<file path="src/rtl/tetris_pkg.sv">
// Shared encodings for the 4x8 Tetris game sequencer: phase codes, FSM states,
// spawn footprints, board edge masks and the full-row counter.
package tetris_pkg;

    localparam logic [2:0] PH_GEN  = 3'd0;
    localparam logic [2:0] PH_MOVE = 3'd1;
    localparam logic [2:0] PH_LOCK = 3'd2;
    localparam logic [2:0] PH_OVER = 3'd4;
    localparam logic [2:0] PH_IDLE = 3'd7;

    typedef enum logic [2:0] {
        S_IDLE,
        S_SPAWN,
        S_FALL,
        S_LOCK,
        S_OVER
    } state_t;

    // Index = piece code; bit = row*4+col.
    localparam logic [3:0][31:0] SPAWN_MASK = {
        32'h0000_0062,
        32'h0000_0066,
        32'h0000_0006,
        32'h0000_0002
    };

    localparam logic [31:0] COL0 = 32'h1111_1111;
    localparam logic [31:0] COL3 = 32'h8888_8888;
    localparam logic [31:0] ROW7 = 32'hF000_0000;

    function automatic logic [2:0] phase_of(state_t s);
        case (s)
            S_SPAWN: return PH_GEN;
            S_FALL:  return PH_MOVE;
            S_LOCK:  return PH_LOCK;
            S_OVER:  return PH_OVER;
            default: return PH_IDLE;
        endcase
    endfunction

    // Completed rows on the board, capped at two lines per lock.
    function automatic logic [1:0] full_rows(logic [31:0] b);
        logic [3:0] n;
        n = 4'd0;
        for (int r = 0; r < 8; r++) begin
            if (b[r*4 +: 4] == 4'hF) n = n + 4'd1;
        end
        return (n > 4'd2) ? 2'd2 : n[1:0];
    endfunction

endpackage

</file>
<file path="src/rtl/tetris_game_ctrl_if.sv">
// Board-datapath control bus between the game sequencer and its environment.
interface tetris_game_ctrl_if;
    logic        start;
    logic        tick;
    logic        btn_left;
    logic        btn_right;
    logic [31:0] board_in;
    logic        dp_error;
    logic [2:0]  phase;
    logic [1:0]  curr_piece;
    logic [31:0] board_drive;
    logic        drive_en;
    logic [7:0]  score;
    logic        game_over;

    modport master (
        output start, tick, btn_left, btn_right, board_in, dp_error,
        input  phase, curr_piece, board_drive, drive_en, score, game_over
    );

    modport slave (
        input  start, tick, btn_left, btn_right, board_in, dp_error,
        output phase, curr_piece, board_drive, drive_en, score, game_over
    );
endinterface

</file>
<file path="src/rtl/tetris_piece_lfsr.sv">
// 4-bit Fibonacci LFSR (x^4+x^3+1) supplying the next piece code; free-running.
module tetris_piece_lfsr (
    input  logic       clka,
    input  logic       restart,
    input  logic [3:0] seed,
    output logic [3:0] lfsr
);

    always_ff @(posedge clka) begin
        if (restart) lfsr <= seed;
        else         lfsr <= {lfsr[2:0], lfsr[3] ^ lfsr[2]};
    end

endmodule

</file>
<file path="src/rtl/tetris_game_ctrl.sv">
// Game sequencer: spawns pieces, issues move/drop board writes, detects landing,
// scores cleared lines and flags game over.
module tetris_game_ctrl
    import tetris_pkg::*;
#(
    parameter int         DP_LAT    = 2,
    parameter logic [3:0] LFSR_SEED = 4'b1001
) (
    input  logic                 clka,
    input  logic                 restart,
    tetris_game_ctrl_if.slave    bus
);

    localparam logic [7:0] LAT = 8'(DP_LAT);

    state_t      state, state_nx;
    logic [31:0] mask, mask_nx;
    logic [31:0] board_drive, drive_nx;
    logic        drive_en, den_nx;
    logic [7:0]  wait_cnt, wait_nx;
    logic [7:0]  score, score_nx;
    logic [1:0]  curr_piece, piece_nx;
    logic [1:0]  next_piece;
    logic [1:0]  lfsr_hi_unused;

    tetris_piece_lfsr u_lfsr (
        .clka    (clka),
        .restart (restart),
        .seed    (LFSR_SEED),
        .lfsr    ({lfsr_hi_unused, next_piece})
    );

    logic [31:0] rest, dn_mask, lt_mask, rt_mask;
    logic        dn_blk, lt_blk, rt_blk, ready;
    logic [8:0]  score_sum;

    assign rest    = bus.board_in & ~mask;
    assign dn_mask = mask << 4;
    assign lt_mask = mask >> 1;
    assign rt_mask = mask << 1;
    assign dn_blk  = (|(mask & ROW7)) || (|(dn_mask & rest));
    assign lt_blk  = (|(mask & COL0)) || (|(lt_mask & rest));
    assign rt_blk  = (|(mask & COL3)) || (|(rt_mask & rest));
    // The extra drive_en term keeps strobes apart even when DP_LAT is 0.
    assign ready     = (wait_cnt == 8'd0) && !drive_en;
    assign score_sum = {1'b0, score} + 9'(full_rows(bus.board_in));

    always_ff @(posedge clka) begin
        if (restart) begin
            state       <= S_IDLE;
            mask        <= '0;
            board_drive <= '0;
            drive_en    <= 1'b0;
            wait_cnt    <= '0;
            score       <= '0;
            curr_piece  <= '0;
        end else begin
            state       <= state_nx;
            mask        <= mask_nx;
            board_drive <= drive_nx;
            drive_en    <= den_nx;
            wait_cnt    <= wait_nx;
            score       <= score_nx;
            curr_piece  <= piece_nx;
        end
    end

    always_comb begin
        state_nx = state;
        mask_nx  = mask;
        drive_nx = board_drive;
        den_nx   = 1'b0;
        wait_nx  = (wait_cnt != 8'd0) ? wait_cnt - 8'd1 : 8'd0;
        score_nx = score;
        piece_nx = curr_piece;
        case (state)
            S_IDLE: begin
                if (bus.start) begin
                    state_nx = S_SPAWN;
                    piece_nx = next_piece;
                    wait_nx  = LAT;
                end
            end
            S_SPAWN: begin
                if (wait_cnt == 8'd0) begin
                    if (bus.dp_error) begin
                        state_nx = S_OVER;
                    end else begin
                        mask_nx  = SPAWN_MASK[curr_piece];
                        state_nx = S_FALL;
                    end
                end
            end
            S_FALL: begin
                if (ready) begin
                    if (bus.tick) begin
                        if (dn_blk) begin
                            state_nx = S_LOCK;
                            score_nx = score_sum[8] ? 8'hFF : score_sum[7:0];
                            wait_nx  = LAT;
                        end else begin
                            drive_nx = rest | dn_mask;
                            den_nx   = 1'b1;
                            mask_nx  = dn_mask;
                            wait_nx  = LAT;
                        end
                    end else if (bus.btn_left && !bus.btn_right && !lt_blk) begin
                        drive_nx = rest | lt_mask;
                        den_nx   = 1'b1;
                        mask_nx  = lt_mask;
                        wait_nx  = LAT;
                    end else if (bus.btn_right && !bus.btn_left && !rt_blk) begin
                        drive_nx = rest | rt_mask;
                        den_nx   = 1'b1;
                        mask_nx  = rt_mask;
                        wait_nx  = LAT;
                    end
                end
            end
            S_LOCK: begin
                if (wait_cnt == 8'd0) begin
                    state_nx = S_SPAWN;
                    piece_nx = next_piece;
                    wait_nx  = LAT;
                end
            end
            default: ;
        endcase
    end

    assign bus.phase       = phase_of(state);
    assign bus.game_over   = (state == S_OVER);
    assign bus.curr_piece  = curr_piece;
    assign bus.board_drive = board_drive;
    assign bus.drive_en    = drive_en;
    assign bus.score       = score;

endmodule
</file>
<file path="src/flat_wrapper.sv">
// flat-port wrapper written by rule: the top's interface ports become plain ports
module tetris_game_ctrl_flat import tetris_pkg::*;
#(
    parameter int         DP_LAT    = 2,
    parameter logic [3:0] LFSR_SEED = 4'b1001
)
  (clka, restart, bus_start, bus_tick, bus_btn_left, bus_btn_right, bus_board_in, bus_dp_error, bus_phase, bus_curr_piece, bus_board_drive, bus_drive_en, bus_score, bus_game_over);
  tetris_game_ctrl_if bus_i ();
  input  logic clka;
  input  logic restart;
  input wire logic [$bits(bus_i.start)-1:0] bus_start;
  input wire logic [$bits(bus_i.tick)-1:0] bus_tick;
  input wire logic [$bits(bus_i.btn_left)-1:0] bus_btn_left;
  input wire logic [$bits(bus_i.btn_right)-1:0] bus_btn_right;
  input wire logic [$bits(bus_i.board_in)-1:0] bus_board_in;
  input wire logic [$bits(bus_i.dp_error)-1:0] bus_dp_error;
  output wire logic [$bits(bus_i.phase)-1:0] bus_phase;
  output wire logic [$bits(bus_i.curr_piece)-1:0] bus_curr_piece;
  output wire logic [$bits(bus_i.board_drive)-1:0] bus_board_drive;
  output wire logic [$bits(bus_i.drive_en)-1:0] bus_drive_en;
  output wire logic [$bits(bus_i.score)-1:0] bus_score;
  output wire logic [$bits(bus_i.game_over)-1:0] bus_game_over;
  assign bus_i.start = bus_start;
  assign bus_i.tick = bus_tick;
  assign bus_i.btn_left = bus_btn_left;
  assign bus_i.btn_right = bus_btn_right;
  assign bus_i.board_in = bus_board_in;
  assign bus_i.dp_error = bus_dp_error;
  assign bus_phase = bus_i.phase;
  assign bus_curr_piece = bus_i.curr_piece;
  assign bus_board_drive = bus_i.board_drive;
  assign bus_drive_en = bus_i.drive_en;
  assign bus_score = bus_i.score;
  assign bus_game_over = bus_i.game_over;
  tetris_game_ctrl #(.DP_LAT(DP_LAT), .LFSR_SEED(LFSR_SEED)) u_core (.clka(clka), .restart(restart), .bus(bus_i));
endmodule
</file>
<file path="config.mk">
export PLATFORM = sky130hd
export DESIGN_NAME = tetris_game_ctrl_flat
export DESIGN_NICKNAME = d
export VERILOG_FILES = /design/src/rtl/tetris_pkg.sv /design/src/rtl/tetris_game_ctrl_if.sv /design/src/rtl/tetris_piece_lfsr.sv /design/src/rtl/tetris_game_ctrl.sv /design/src/flat_wrapper.sv
export SDC_FILE = /design/constraint.sdc
export NUM_CORES = 1
export LEC_CHECK = 0
export BUFFER_PORTS_ARGS = -buffer_cell sky130_fd_sc_hd__buf_4
export CORE_AREA = 4 4 101 103
export CTS_CLUSTER_DIAMETER = 200
export DETAILED_ROUTE_END_ITERATION = 16
export DIE_AREA = 0 0 105 107
export PLACE_DENSITY = 0.82
export SLEW_MARGIN = 0
export SYNTH_ARGS = -nofsm -noshare
export SYNTH_HDL_FRONTEND = slang
export SYNTH_SLANG_ARGS = --single-unit
</file>
<file path="constraint.sdc">
create_clock -name clka -period 19 [get_ports clka]
set_clock_uncertainty 0.1 [all_clocks]
set_input_delay 3.8 -clock clka [delete_from_list [all_inputs] [get_ports clka]]
set_output_delay 3.8 -clock clka [all_outputs]
set_load 0.01 [all_outputs]
</file>
==> reports/metrics.json <==
{
  "setup.worst_path.class": "in2reg",
  "cts.path.max_buffers": 2,
  "initial_antenna_violation_count": 0,
  "result_of_the_run": "complete, no violations",
  "worst_ep_required_time_ns": 19.20,
  "wirelength_microns": 18300,
  "synth-edff-count": 0,
  "post-route-drc-count": 0,
  "cts_setup_buffers": 0,
  "num_antenna_cells": 0,
  "place_congestion": 1.02,
  "min-delay-path-class": "reg2reg",
  "grt_pass1_vias": 5445,
  "timing.final.crit_period_ns": 9.18,
  "placedInstanceArea_sq_mm": 0.00612,
  "synth_top_family_by_area": "simple AND/OR/NAND/NOR gates",
  "worst-r2r-cell-count": 8,
  "avgRoutedWirePerCell_microns": 21.3,
  "final_net_count": 796,
  "post_synth_and_or_nand_nor_area_fraction_pct": 26.4,
  "floorplan.die_area_sq_mm": 0.0112,
  "groute.layer.met1.usage_pct": 44.4,
  "design_area_sq_mm": 0.00635,
  "cp-end-kind": "flip-flop",
  "critical_path.most_common_cell": "sky130_fd_sc_hd__ha_1",
  "timing.max_slew.rel_slack_pct": 31.1,
  "cts_tree": "built",
  "final_common_cell": "sky130_fd_sc_hd__nor2_1",
  "synth-seq-area-share_pct": 32.0,
  "drt_iter0_markers": 502,
  "hold_path.startpoint": "u_core.u_lfsr.lfsr[2]$_SDFF_PP0_",
  "flow.area_growth_from_synthesis_pct": 12.7,
  "worst_hold_path_cells": 1,
  "r2r_slack_ns": 15.02,
  "placeableCoreArea_sq_mm": 0.00920,
  "static-leakage-power_nw": 2.43,
  "die-width_microns": 105,
  "cts-hold-fix-buffers": 0,
  "synth_area_in_compound_gates_pct": 25.2,
  "setup_viol_count_final": 0,
  "slowest_stage": "sky130_fd_sc_hd__or3_1",
  "max_clock_freq_mhz": 109,
  "synthXorXnorAreaFrac_pct": 3.58,
  "synthesis.nets": 759,
  "io_pins": 86,
  "min_to": "u_core.u_lfsr.lfsr[3]$_SDFF_PP1_",
  "die_y_microns": 107,
  "synth_flop_cell": "sky130_fd_sc_hd__dfxtp_1",
  "global_route.overflow_total": 0,
  "cts.sink_count": 90,
  "timing.setup.tns_ns": 0,
  "h_tree_levels": 3,
  "startpoint_type": "input pin",
  "post_synth_fa_ha_maj_area_fraction_pct": 2.80,
  "worstMarginPinSlew_ns": 1.03,
  "maxCapViolations": 0,
  "dpl_worst_slack_ns": 9.55,
  "clockRootBuffer": "sky130_fd_sc_hd__clkbuf_8",
  "grt_max_degree": 96,
  "mappedNetlistArea_sq_mm": 0.00563,
  "clk_pin_slew_ns": 0.10,
  "synthesis.yosys.warnings": 0,
  "postLayoutSetupSlackWorst_ns": 9.82,
  "portBuffers": 85,
  "cp_data_arrival_time_ns": 9.38,
  "post_synth_num_cell_types": 71,
  "reg2reg_to": "u_core.mask[6]$_SDFFE_PP0P_",
  "cts_made_buffers": 9,
  "row_count": 35,
  "post_route_cells_drive_above_1_share_pct": 18.1,
  "r2r-start": "u_core.mask[4]$_SDFFE_PP0P_",
  "detailedPlacementHpwl_microns": 13000,
  "vias_per_cell": 6.66,
  "busiest_grt_layer": "met2",
  "ir_worst_vdd_v": 0.0000716,
  "finalCritPeriodShare_pct": 48.3,
  "rsz_0062_raised_after_global_routing": "no",
  "cp_slowest_stage_delay_ns": 0.44,
  "power_density_mw_per_mm2": 81.6,
  "grt_first_pass_wirelength_microns": 29100,
  "path_max_fanout": 6,
  "num_vias": 5736,
  "gr-usage-met2_pct": 52.2,
  "initial_utilization_pct": 61.3,
  "finalHoldViolCount": 0,
  "detailedRoute.firstPassIterationCount": 6,
  "most-common-layout-cells": "sky130_fd_sc_hd__nor2_1 (97), sky130_fd_sc_hd__dfxtp_1 (90), sky130_fd_sc_hd__buf_4 (86), sky130_fd_sc_hd__nand2_1 (65), sky130_fd_sc_hd__a22oi_1 (41)",
  "share_of_synthesized_registers_carrying_an_async_set_or_reset_pct": 0,
  "synth.ff_latch_count": 90,
  "timing_max_transition_violations_final": 0,
  "synth_mux_area_share_pct": 2.86,
  "route.antenna.remaining_nets": 0,
  "grtUsageTotal_pct": 32.5,
  "insertion_delay_ns": 0.38,
  "met3_usage_pct": 5.30,
  "synthesis.instances": 708,
  "avgSynthCellArea_sq_um": 7.96,
  "ctsResizeCount": 0
}
==> report_power, final <==
part	switching, W	total, W	internal, W
Combinational	0.0000881	0.000148	0.0000597
Clock	0.0000755	0.000152	0.0000761
Sequential	0.0000164	0.000219	0.000202
Total	0.000180	0.000518	0.000338
==> Yosys cell counts (4+ instances only) <==
master | n | area, sq um
sky130_fd_sc_hd__xnor2_1 | 13 | 114
sky130_fd_sc_hd__and3b_1 | 9 | 78.8
sky130_fd_sc_hd__ha_1 | 11 | 138
sky130_fd_sc_hd__mux2i_1 | 15 | 150
sky130_fd_sc_hd__a32oi_1 | 6 | 52.6
sky130_fd_sc_hd__a211oi_2 | 16 | 200
sky130_fd_sc_hd__a2111oi_0 | 4 | 35.0
sky130_fd_sc_hd__buf_6 | 5 | 56.3
sky130_fd_sc_hd__o21bai_1 | 4 | 30.0
sky130_fd_sc_hd__o221a_2 | 8 | 90.1
sky130_fd_sc_hd__xor2_1 | 10 | 87.6
sky130_fd_sc_hd__nor4_1 | 5 | 31.3
sky130_fd_sc_hd__inv_1 | 27 | 101
sky130_fd_sc_hd__a21oi_1 | 37 | 185
sky130_fd_sc_hd__nand4_1 | 12 | 75.1
sky130_fd_sc_hd__o21ai_1 | 7 | 35.0
sky130_fd_sc_hd__clkbuf_1 | 31 | 116
sky130_fd_sc_hd__and4_1 | 12 | 105
sky130_fd_sc_hd__nand3_1 | 4 | 20.0
sky130_fd_sc_hd__a311oi_1 | 4 | 35.0
sky130_fd_sc_hd__nand3b_1 | 17 | 128
sky130_fd_sc_hd__buf_4 | 4 | 30.0
sky130_fd_sc_hd__nor3_1 | 7 | 35.0
sky130_fd_sc_hd__nand2_1 | 65 | 244
sky130_fd_sc_hd__dfxtp_1 | 90 | 1800
sky130_fd_sc_hd__nand2b_1 | 9 | 56.3
sky130_fd_sc_hd__a31oi_1 | 4 | 25.0
sky130_fd_sc_hd__o21ai_0 | 36 | 180
sky130_fd_sc_hd__nor2_1 | 97 | 364
sky130_fd_sc_hd__nor2b_1 | 29 | 181
sky130_fd_sc_hd__a22oi_1 | 41 | 308
sky130_fd_sc_hd__buf_2 | 19 | 95.1
==> sequential cells by signal (all words and copies together) (netlist names) <==
| name | count |
|---|---|
| u_core.bus.score | 8 |
| u_core.u_lfsr.lfsr | 4 |
| u_core.bus.curr_piece | 2 |
| u_core.mask | 32 |
| u_core.wait_cnt | 8 |
| u_core.state | 3 |
| u_core.bus.board_drive | 32 |
| u_core.bus.drive_en | 1 |
==> area by class of cell <==
| class | instances | area [sq um] |
|---|---|---|
| clock buffers | 10 | 128 |
| clock inverters | 6 | 97.6 |
| flip-flops and latches | 90 | 1800 |
| inverters | 27 | 101 |
| multi-input cells | 531 | 3440 |
| repair buffers | 86 | 646 |
| fillers | 775 | 2850 |
| well taps | 111 | 139 |
==> metal layers <==
metal / routed length [microns] / up-vias / part of all wire (%)
met2: 8270 / 359 / 45
li1: - / 2618 / -
met4: 502 / 0 / 2.7
met3: 1840 / 53 / 10
met1: 7690 / 2706 / 42
met5: 0 / - / 0
==> per-stage QoR <==
step                cells  total power (W)  hold slack, ns  utilization [%]
CTS                   861         0.000516           0.378             69.0
detailed placement    845         0.000367           0.353             66.6
finish                861         0.000518           0.374             69.0
global placement      845         0.000360           0.336             66.6
global route          861         0.000542           0.405             69.0
floorplan             708         0.000322           0.326                -
==> how the worst max path moves through the flow <==
stage | end | slack, ns | start | cells past startpoint
detailed placement | u_core.bus.score[4]$_SDFFE_PP0P_ | 9.55 | bus_board_in[0] | 27
CTS | u_core.bus.score[4]$_SDFFE_PP0P_ | 9.88 | bus_board_in[0] | 27
floorplan | u_core.bus.score[4]$_SDFFE_PP0P_ | 10.21 | bus_board_in[0] | 26
global route | u_core.bus.score[4]$_SDFFE_PP0P_ | 9.37 | bus_board_in[3] | 27
finish | u_core.bus.score[4]$_SDFFE_PP0P_ | 9.82 | bus_board_in[2] | 27
global placement | u_core.bus.score[4]$_SDFFE_PP0P_ | 9.88 | bus_board_in[2] | 27
==> cells by family after synthesis <==
group,after synthesis
simple gates,286
fa+ha+maj,12
flops,90
compound gates,194
mux,16
xor+xnor,23
buf+inv,87
==> critical path: cells and delay by family <==
kind                     cells  cell delay (ns)
adder cells (fa/ha/maj)      8             2.24
AND/OR/NAND/NOR              9             1.37
AO/OA/AOI/OAI                4             0.90
multiplexers                 2             0.49
buffers and inverters        3             0.29
XOR/XNOR                     1             0.28
Note: power is estimated with default switching activity, not from simulation.
